**config.mk**
```make
export PLATFORM = sky130hd
export DESIGN_NAME = gpio_ctrl
export DESIGN_NICKNAME = d
export VERILOG_FILES = /design/src/rtl/gpio_ctrl.sv
export SDC_FILE = /design/constraint.sdc
export NUM_CORES = 1
export LEC_CHECK = 0
export CAP_MARGIN = 15
export CORE_MARGIN = 2
export CORE_UTILIZATION = 25
export CTS_BUF_LIST = sky130_fd_sc_hd__clkbuf_4 sky130_fd_sc_hd__clkbuf_8
export DETAILED_ROUTE_END_ITERATION = 6
export DONT_BUFFER_PORTS = 1
export PLACE_DENSITY = 0.38
export SYNTH_ARGS = -nofsm -noshare
export SYNTH_HDL_FRONTEND = slang
export SYNTH_SLANG_ARGS = --single-unit
```
**constraint.sdc**
```tcl
create_clock -name clk -period 4.9 [get_ports clk]
set_input_delay 0.98 -clock clk [delete_from_list [all_inputs] [get_ports clk]]
set_output_delay 0.98 -clock clk [all_outputs]
set_load 0.03 [all_outputs]
```
**src/rtl/gpio_ctrl.sv**
```systemverilog
// Memory-mapped GPIO register bank: output/direction registers, atomic set/clear/toggle,
// synchronised inputs and per-pin edge capture with a level interrupt.
module gpio_ctrl #(
  parameter int          WIDTH       = 32,
  parameter logic [31:0] BASE_ADDR   = 32'd5000,
  parameter int          SYNC_STAGES = 2
) (
  input  logic             clk,
  input  logic             rst,
  input  logic             weIn,
  input  logic [31:0]      addrIn,
  input  logic [31:0]      dataIn,
  output logic [31:0]      dataOut,
  input  logic [WIDTH-1:0] io_in,
  output logic [WIDTH-1:0] io_out,
  output logic [WIDTH-1:0] io_oe,
  output logic             irq
);

  localparam logic [3:0] OFF_OUT  = 4'd0;
  localparam logic [3:0] OFF_DIR  = 4'd1;
  localparam logic [3:0] OFF_IN   = 4'd2;
  localparam logic [3:0] OFF_SET  = 4'd3;
  localparam logic [3:0] OFF_CLR  = 4'd4;
  localparam logic [3:0] OFF_TGL  = 4'd5;
  localparam logic [3:0] OFF_IE   = 4'd6;
  localparam logic [3:0] OFF_RISE = 4'd7;
  localparam logic [3:0] OFF_FALL = 4'd8;
  localparam logic [3:0] OFF_STAT = 4'd9;

  logic [31:0]      offset_s;
  logic             hit_s;
  logic [3:0]       regSel_s;
  logic [WIDTH-1:0] wrData_s;
  logic [WIDTH-1:0] sync_r [SYNC_STAGES];
  logic [WIDTH-1:0] in_s;
  logic [WIDTH-1:0] prev_r;
  logic [WIDTH-1:0] edge_s;
  logic [WIDTH-1:0] out_r, dir_r, ie_r, riseEn_r, fallEn_r, stat_r;
  logic [WIDTH-1:0] outNext_s, dirNext_s, ieNext_s, riseNext_s, fallNext_s, statNext_s;
  logic             irq_r;

  function automatic logic [31:0] widen(input logic [WIDTH-1:0] v);
    logic [31:0] r;
    r = 32'd0;
    r[WIDTH-1:0] = v;
    return r;
  endfunction

  // Full-address subtraction also wraps addresses below the base out of the window.
  assign offset_s = addrIn - BASE_ADDR;
  assign hit_s    = (offset_s < 32'd64);
  assign regSel_s = offset_s[5:2];
  assign wrData_s = dataIn[WIDTH-1:0];
  assign in_s     = sync_r[SYNC_STAGES-1];
  assign edge_s   = (in_s & ~prev_r & riseEn_r) | (~in_s & prev_r & fallEn_r);

  // Input synchroniser chain and previous-value register for edge detection.
  always_ff @(posedge clk) begin
    if (!rst) begin
      for (int i = 0; i < SYNC_STAGES; i++) sync_r[i] <= '0;
      prev_r <= '0;
    end else begin
      sync_r[0] <= io_in;
      for (int i = 1; i < SYNC_STAGES; i++) sync_r[i] <= sync_r[i-1];
      prev_r <= in_s;
    end
  end

  // Next-state decode for the writable registers; edge set takes priority over W1C.
  always_comb begin
    outNext_s  = out_r;
    dirNext_s  = dir_r;
    ieNext_s   = ie_r;
    riseNext_s = riseEn_r;
    fallNext_s = fallEn_r;
    statNext_s = stat_r | edge_s;
    if (weIn && hit_s) begin
      case (regSel_s)
        OFF_OUT:  outNext_s  = wrData_s;
        OFF_DIR:  dirNext_s  = wrData_s;
        OFF_SET:  outNext_s  = out_r | wrData_s;
        OFF_CLR:  outNext_s  = out_r & ~wrData_s;
        OFF_TGL:  outNext_s  = out_r ^ wrData_s;
        OFF_IE:   ieNext_s   = wrData_s;
        OFF_RISE: riseNext_s = wrData_s;
        OFF_FALL: fallNext_s = wrData_s;
        OFF_STAT: statNext_s = (stat_r & ~wrData_s) | edge_s;
        default:  outNext_s  = out_r;
      endcase
    end else begin
      outNext_s = out_r;
    end
  end

  // Register bank and registered interrupt level.
  always_ff @(posedge clk) begin
    if (!rst) begin
      out_r    <= '0;
      dir_r    <= '0;
      ie_r     <= '0;
      riseEn_r <= '0;
      fallEn_r <= '0;
      stat_r   <= '0;
      irq_r    <= 1'b0;
    end else begin
      out_r    <= outNext_s;
      dir_r    <= dirNext_s;
      ie_r     <= ieNext_s;
      riseEn_r <= riseNext_s;
      fallEn_r <= fallNext_s;
      stat_r   <= statNext_s;
      irq_r    <= |(statNext_s & ieNext_s);
    end
  end

  // Combinational read mux; write-only and unmapped offsets read 0.
  always_comb begin
    dataOut = 32'd0;
    if (hit_s) begin
      case (regSel_s)
        OFF_OUT:  dataOut = widen(out_r);
        OFF_DIR:  dataOut = widen(dir_r);
        OFF_IN:   dataOut = widen(in_s);
        OFF_IE:   dataOut = widen(ie_r);
        OFF_RISE: dataOut = widen(riseEn_r);
        OFF_FALL: dataOut = widen(fallEn_r);
        OFF_STAT: dataOut = widen(stat_r);
        default:  dataOut = 32'd0;
      endcase
    end else begin
      dataOut = 32'd0;
    end
  end

  assign io_out = out_r;
  assign io_oe  = dir_r;
  assign irq    = irq_r;

endmodule

```
# Word-level counts from Yosys, hierarchy flattened
# Memory sizes are Yosys's and may differ from the RTL's.
# Index checks and enable logic that the tools add are counted.
[totals]
regBits = 225
latch_bits = 0
ramBits = 64
romBits = 0
inputBits = 99
output_inout_bits = 97
memories = 1
[classes]
addsub = 1
mul = 0
n_div = 0
n_lt_le_gt_ge = 1
eq_ne = 9
shifts = 0
n_mux = 11
n_bitwise = 17
n_reduce_logical = 8
[memory_table]
columns = ["name", "words", "width", "read_ports", "rd_clocked_by_memory_dff", "write_ports", "line_no", "text"]
rows = [
  ["sync_r", 2, 32, 2, 0, 2, "35", "logic [WIDTH-1:0] sync_r [SYNC_STAGES];"],
]
[ops]
columns = ["op", "count"]
rows = [
  ["$and A32 B32 Y32", 7],
  ["$mux W32", 7],
  ["$pmux W32 S7", 1],
  ["$or A32 B32 Y32", 4],
  ["$pmux W32 S4", 1],
  ["$not A32 Y32", 3],
  ["$lt A32 B7 Y1 const B", 1],
  ["$reduce_or A32 Y1", 1],
  ["$sub A32 B13 Y32 const B", 1],
  ["$xor A32 B32 Y32", 1],
  ["$eq A4 B3 Y1 const B", 4],
  ["$eq A4 B2 Y1 const B", 2],
  ["$eq A4 B4 Y1 const B", 2],
  ["$reduce_and A2 Y1", 4],
  ["$eq A4 B1 Y1 const B", 1],
  ["$logic_not A4 Y1", 1],
  ["$reduce_bool A4 Y1", 1],
  ["$mux W1", 2],
  ["$or A1 B1 Y1", 2],
  ["$logic_and A1 B1 Y1", 1],
]

# Depth between registers and ports, before layout
# Gate-level depths: netlist of the first run.
[logic_depth]
word_depth = 9
depth_mapped = 17
mapped_depth_nobuf = 12

# Worst setup path before layout of the first run
# Ideal clock, no wire load.
[synth_timing]
kind = "input to output"
from = "input addrIn[3]"
to = "output dataOut[10]"
arrival_time_ns = 4.167
path_slack_ns = -0.247
stages = 13
cell_sequence = "buf_6 -> inv_1 -> ha_1 -> or3b_1 -> clkbuf_1 -> nand3_1 -> nor4b_1 -> nor3_1 -> a311o_1 -> or4_1 -> clkbuf_1 -> clkbuf_1 -> a31oi_1"
[synth_between]
elab_chain_len = 4
elab_cells_between_ends = 11
[synth_rtl]
columns = ["element", "line_no", "text"]
rows = [
  ["start, declared", "11", "input logic [31:0] addrIn,"],
  ["$sub A32 B13 Y32 *", "51", "assign offset_s = addrIn - BASE_ADDR;"],
  ["parallel branches: the longest is 2 deep, another holds $lt A32 B7 Y1", "-", ""],
  ["$mux W32 *", "120", "if (hit_s) begin"],
  ["end, declared", "13", "output logic [31:0] dataOut,"],
]
# Every way passes the cells marked *.

# Final worst setup path of the first run
[layout_timing]
from = "input addrIn[4]"
to = "output dataOut[16]"
# Same word-level chain as after synthesis.

==> results of run 1 <==
[what timing repair did]
item                       CTS  global route
gates cloned                 1             0
setup endpoints to repair   31            32
setup buffers               11             2
pin swaps                    8             7
gates resized for setup      9            11
[cell usage in the layout (no fill, tap or decap), types with 28 or more instances in the layout]
| master | Yosys | final |
|---|---|---|
| dfxtp_1 | 289 | 289 |
| nand2_1 | 271 | 267 |
| and2_1 | 119 | 118 |
| a22oi_1 | 99 | 99 |
| a21boi_0 | 98 | 98 |
| buf_4 | 0 | 86 |
| clkbuf_8 | 0 | 77 |
| inv_1 | 71 | 69 |
| ha_1 | 65 | 64 |
| nor2b_1 | 46 | 46 |
| o21ai_0 | 38 | 38 |
| buf_12 | 0 | 36 |
| o2111ai_1 | 35 | 35 |
| nand3b_1 | 33 | 33 |
| a222oi_1 | 32 | 32 |
| o211a_1 | 32 | 32 |
| or2_2 | 31 | 31 |
| a31oi_4 | 0 | 31 |
| o22ai_1 | 28 | 28 |
[cell type report]
cell class	instances	area share
Antenna cell	1	0.0001404
Timing Repair Buffer	126	0.08008
Clock inverter	6	0.001825
Tap cell	748	0.05250
Sequential cell	289	0.3245
Inverter	71	0.01523
Multi-Input combinational cell	1115	0.4562
Clock buffer	101	0.06955
[layer usage]
layer,share of wire,vias to the layer above,wire (um),global-route usage
met5,0,-,0,0
met4,0.021,0,1132,0.05628
met3,0.064,72,3539,0.04449
met2,0.48,340,26470,0.3177
met1,0.44,5995,24050,0.2384
li1,-,5844,-,-
[through the flow]
stage | hold WS [ns] | instance area (um2) | setup TNS, ns
2_1_floorplan | 0.4119 | 14460 | 0
3_5_place_dp | 0.4196 | 16370 | -2.794
5_1_grt | 0.4069 | 17830 | 0
3_3_place_gp | 0.4153 | 16370 | -2.714
4_1_cts | 0.3917 | 17780 | 0
6_report | 0.4286 | 17830 | 0
[synth_stat cells (all sizes together) (5+ instances only)]
| cell | count | area, um2 |
|---|---|---|
| a31oi | 33 | 206.5 |
| buf | 6 | 55.05 |
| mux2 | 10 | 116.4 |
| ha | 65 | 813.3 |
| dfxtp | 289 | 5786 |
| nor2 | 15 | 56.30 |
| o22a | 11 | 96.34 |
| a21boi | 98 | 735.7 |
| or2 | 31 | 193.9 |
| or4 | 9 | 75.07 |
| mux2i | 21 | 210.2 |
| a21oi | 5 | 25.02 |
| clkbuf | 100 | 375.4 |
| nand3 | 12 | 60.06 |
| o2111ai | 35 | 306.5 |
| nand3b | 33 | 247.7 |
| inv | 71 | 266.5 |
| o31ai | 6 | 45.04 |
| nor2b | 46 | 287.8 |
| a222oi | 32 | 320.3 |
| o22ai | 28 | 175.2 |
| o211a | 32 | 320.3 |
| nand2 | 271 | 1017 |
| and2 | 120 | 753.2 |
| nor3 | 11 | 55.05 |
| a22oi | 99 | 743.2 |
| o21ai | 38 | 190.2 |
[sequential cells by signal (all words and copies together) (netlist names)]
name,cells
irq,1
stat_r,32
sync_r,64
ie_r,32
io_out,32
fallEn_r,32
prev_r,32
io_oe,32
riseEn_r,32
[logic make-up (layout without fill, tap and decap cells)]
family,count (synthesis),in the layout,synth area share
other,0,1,0
buffers and inverters,177,304,0.04982
muxes,31,31,0.02334
adders and majority gates,65,65,0.05813
and+or+nand+nor,574,574,0.2110
xor gates and xnor gates,4,4,0.002505
AOI/OAI and AO/OA,441,441,0.2417
DFF,289,289,0.4136
[worst max-delay path, stage by stage]
cell and delay, ns:
or4_4 0.58, and2_4 0.17, o32ai_2 0.28, nor3_1 0.12, a311o_2 0.42, or4_4 0.68
buf_12 0.22, a31oi_4 0.25, buf_12 0.16
[power breakdown]
group	leakage, nW	internal [mW]	switching, mW	total, mW
Combinational	3.57	0.110	0.148	0.258
Clock	0.684	1.57	1.12	2.69
Sequential	2.34	2.38	0.0184	2.40
[worst min path at each step]
stage	startpoint	endpoint	depth (start not counted)
finish	sync_r[0][21]$_SDFF_PN0_	sync_r[0][53]$_SDFF_PN0_	1
global route	io_in[16]	sync_r[0][16]$_SDFF_PN0_	1
CTS	io_in[17]	sync_r[0][17]$_SDFF_PN0_	1
detailed placement	sync_r[0][5]$_SDFF_PN0_	sync_r[0][37]$_SDFF_PN0_	1
global placement	sync_r[0][18]$_SDFF_PN0_	sync_r[0][50]$_SDFF_PN0_	1
floorplan	sync_r[0][0]$_SDFF_PN0_	sync_r[0][32]$_SDFF_PN0_	1
==> run metrics, run 1 <==
reg2reg start=sync_r[0][41]$_SDFF_PN0_; Max IR drop VDD=0.1858 mV; clk buf depth=3; Residual DRC=0; RR Endpoint=irq$_SDFF_PN0_; clock sink count=289; fraction of registers with async set/reset=0; Startpoint Class=primary input; crit path capture type=output pin; worst hold path type=reg2reg; fin crit share=0.9895; GRT Total Usage=0.1885; DR vias=12,251; leak pwr=6.599 nW; Non-Filler Instances=2,457; Ys Warns=0; Crit. Startpoint=addrIn[4]; Arrival @ worst endpoint=3.87 ns; area delta synth->final=27.44%; Die X=240.6 um; I/O Buffers=0; TritonRoute pass-1 iters=7; TritonCTS clock tree=built; fin worst setup slack=0.05121 ns; cts hold-fix bufs=0; final setup violation count=0; vias per inst=4.986; Num CTS Buffers=59; Clock Skew=0.03511 ns; first-pass GRT wire length=80,960 um; Tot Pwr=5.353 mW; Hold Violations, Final=0; Slew Limit Fails=0; Reg area=0.005786 mm2; post-DP HPWL=35,950 um; initial antenna violation count=1; Netlist Area Pre-Place=0.01399 mm2; Placed Cells=2,337; Post-synth EDFFs=0; Rel. slew slack=0.5568; Worst Path Required=3.92 ns; final net count=1,826; post-synthesis sequential area ratio=0.4136; status=finished, final reports clean; Worst-path clk slew=0.06 ns; Worst Max-Slew Pin Slew=0.6625 ns; Max Freq=206.2 MHz; # IOs=196; post-synth cell types=62; # rows=86; final WL=55,200 um; Post-Syn Nets=1,745; die footprint=0.05787 mm2; Worst R2R Path Depth=6; Clock Latency Late Sink=0.66 ns; Setup crit end=dataOut[16]; initial drt markers=885; WS Path Type=in2out; DP Worst Slack=-0.1791 ns; ANT nets after route=0; Final min period=4.849 ns; Crit Path Max Fanout=7; layout cells sized above 1=0.2020; Max-Cap Viols=0; prevailing post-synth register cell=dfxtp_1; post-layout utilization of the core=0.3230; unrepaired setup endpoints after global routing=false; WL per Instance=22.46 um; Cells after Synth=1,581; grt total ovfl=0; Post-Syn Area per Cell=8.849 um2; Initial Utilization=0.2534; core area=0.05520 mm2; die height=240.6 um; pwr dens=300.3 mW/mm2; clock root cell=clkbuf_8; Multi-input gate area=0.008133 mm2; largest net degree at the start of global routing=290; Reg2Reg Setup Slack=2.43 ns; vias in the first global route=12,156; H-tree levels=2; GPL Wtd Cong=0.8065; Fill cells=5,681; #FFs+latches synth=289
(Power assumes the default switching activity.)
==> run 2: changes to the inputs <==
--- a/config.mk
+++ b/config.mk
@@ -6,7 +6,7 @@
 export NUM_CORES = 1
 export LEC_CHECK = 0
 export CAP_MARGIN = 15
-export CORE_MARGIN = 2
+export CORE_MARGIN = 1
 export CORE_UTILIZATION = 25
 export CTS_BUF_LIST = sky130_fd_sc_hd__clkbuf_4 sky130_fd_sc_hd__clkbuf_8
 export DETAILED_ROUTE_END_ITERATION = 6
==> run 2 against run 1 <==
Against the previous run: die area fell by 1.7%; wire length decreased by 0.81%; cell area is 0.28% lower; sequential power about the same; first-iteration DRC count rose by 0.45%; via count down 0.92%.
==> run metrics, run 2 (same netlist as run 1, synthesis figures left out) <==
status=finished, final reports clean (unchanged); Num CTS Buffers=58 (was 59); clock sink count=289 (unchanged); Crit Path Max Fanout=8 (was 7); Arrival @ worst endpoint=3.85 ns (was 3.87 ns); vias per inst=4.962 (was 4.986); post-layout utilization of the core=0.3221 (was 0.3230); Initial Utilization=0.2534 (unchanged); Hold Violations, Final=0 (unchanged); crit path capture type=output pin (unchanged); clock root cell=clkbuf_8 (unchanged); vias in the first global route=12,152 (was 12,156); Clock Skew=0.03595 ns (was 0.03511 ns); area delta synth->final=27.08% (was 27.44%); commonest non-fill, non-tap cell in the layout=dfxtp_1 (unchanged); fin crit share=0.9853 (was 0.9895); CP peak stage delay=0.60 ns (was 0.68 ns); most frequent cells in the layout=dfxtp_1, nand2_1, and2_1, a22oi_1, a21boi_0 (unchanged); total negative slack=0 ns (unchanged); # IOs=196 (unchanged); die footprint=0.05691 mm2 (was 0.05787 mm2); Rel. slew slack=0.5304 (was 0.5568); leak pwr=6.549 nW (was 6.599 nW); GPL Wtd Cong=0.7763 (was 0.8065); # rows=86 (unchanged); worst path cell trace=or4_1, o41ai_1, buf_4, and3_1, nand4b_1, buf_4, or4_4, buf_12, a31oi_4, buf_12 (was or4_4, and2_4, o32ai_2, nor3_1, a311o_2, or4_4, buf_12, a31oi_4, buf_12); Startpoint Class=primary input (unchanged); Clock Latency Late Sink=0.66 ns (about the same); Tot Pwr=5.404 mW (was 5.353 mW); core area=0.05520 mm2 (unchanged); Worst Max-Slew Pin Slew=0.7019 ns (was 0.6625 ns); WL per Instance=22.38 um (was 22.46 um); Top Family by Delay on Critical Path=simple AND/OR/NAND/NOR gates (unchanged); TritonCTS clock tree=built (unchanged); cts hold-fix bufs=0 (unchanged); grt total ovfl=0 (unchanged); Worst-path clk slew=0.06 ns (about the same); die height=238.6 um (was 240.6 um); Slew Limit Fails=0 (unchanged); final net count=1,817 (was 1,826); layout cells sized above 1=0.2009 (was 0.2020); Final min period=4.828 ns (was 4.849 ns); clk buf depth=3 (unchanged); final WL=54,750 um (was 55,200 um); post-DP HPWL=35,360 um (was 35,950 um); slowest CP cell=or4_4 (unchanged); initial antenna violation count=1 (unchanged); I/O Buffers=0 (unchanged); Die X=238.6 um (was 240.6 um); crit path buf inv count=4 (was 2); fin worst setup slack=0.07204 ns (was 0.05121 ns); Max IR drop VDD=0.2092 mV (was 0.1858 mV); Largest register FFs=64 (unchanged); first-pass GRT wire length=81,030 um (was 80,960 um); Reg with most FFs=sync_r (unchanged); WHS=0.4262 ns (was 0.4286 ns); initial drt markers=889 (was 885); TritonRoute pass-1 iters=6 (was 7); Residual DRC=0 (unchanged); GRT Total Usage=0.1910 (was 0.1885); ANT nets after route=0 (unchanged); final setup violation count=0 (unchanged); DR vias=12,138 (was 12,251); Max Freq=207.1 MHz (was 206.2 MHz); DP Worst Slack=-0.1653 ns (was -0.1791 ns); largest net degree at the start of global routing=290 (unchanged); H-tree levels=2 (unchanged); pwr dens=303.9 mW/mm2 (was 300.3 mW/mm2); Worst Path Required=3.92 ns (about the same); WS Path Type=in2out (unchanged); worst hold path type=reg2reg (unchanged); Max-Cap Viols=0 (unchanged)
==> run 2: cell count changes in the layout (fill, tap and decap cells not counted), sizes merged <==
cell,previous run,this run
bufinv,0,2
buf,126,118
clkbuf,101,93
clkinv,5,8
==> run 2: through the flow <==
stage	instances	instance area, um2
after global placement	2325	16230
after detailed placement	2325	16230
after CTS	2441	17650
final	2446	17780
after global routing	2446	17780
after floorplan	1581	14460
==> run 2: per-layer routing <==
metal  track usage  vias up  wire [um]
met3       0.04400       70       2959
met1        0.2433     5972      24560
li1              -     5819          -
met5             0        -          0
met2        0.3226      277      26220
met4       0.04992        0       1005
==> run 2: power by group <==
group	switching, mW	internal (mW)
Combinational	0.149	0.107
Clock	1.13	1.62
Sequential	0.0177	2.38
==> run 2: path summary, 6_finish.rpt <==
path                                  from                        to  slack, ns  depth (start not counted)
setup / recovery                addrIn[21]               dataOut[13]       0.07                         10
hold / removal     sync_r[0][7]$_SDFF_PN0_  sync_r[0][39]$_SDFF_PN0_       0.43                          1
setup reg to reg  sync_r[0][41]$_SDFF_PN0_            irq$_SDFF_PN0_       2.52                          7
hold reg to reg    sync_r[0][7]$_SDFF_PN0_  sync_r[0][39]$_SDFF_PN0_       0.43                          1
==> run 2: what timing repair did <==
item | in CTS | in global routing
pin swaps | 8 | 10
setup endpoints to repair | 31 | 32
gates resized for setup | 5 | 20
gates cloned | 1 | 0
buffers inserted | 11 | 5
==> run 2: final cells by class <==
cell class / count / area [um2]
clock buffers: 93 / 1174
fillers: 5692 / 37420
repair buffers: 118 / 1310
diodes: 1 / 2.502
multi-input cells: 1115 / 8182
flip-flops and latches: 289 / 5786
well taps: 748 / 935.9
inverters: 71 / 266.5
clock inverters: 11 / 122.6
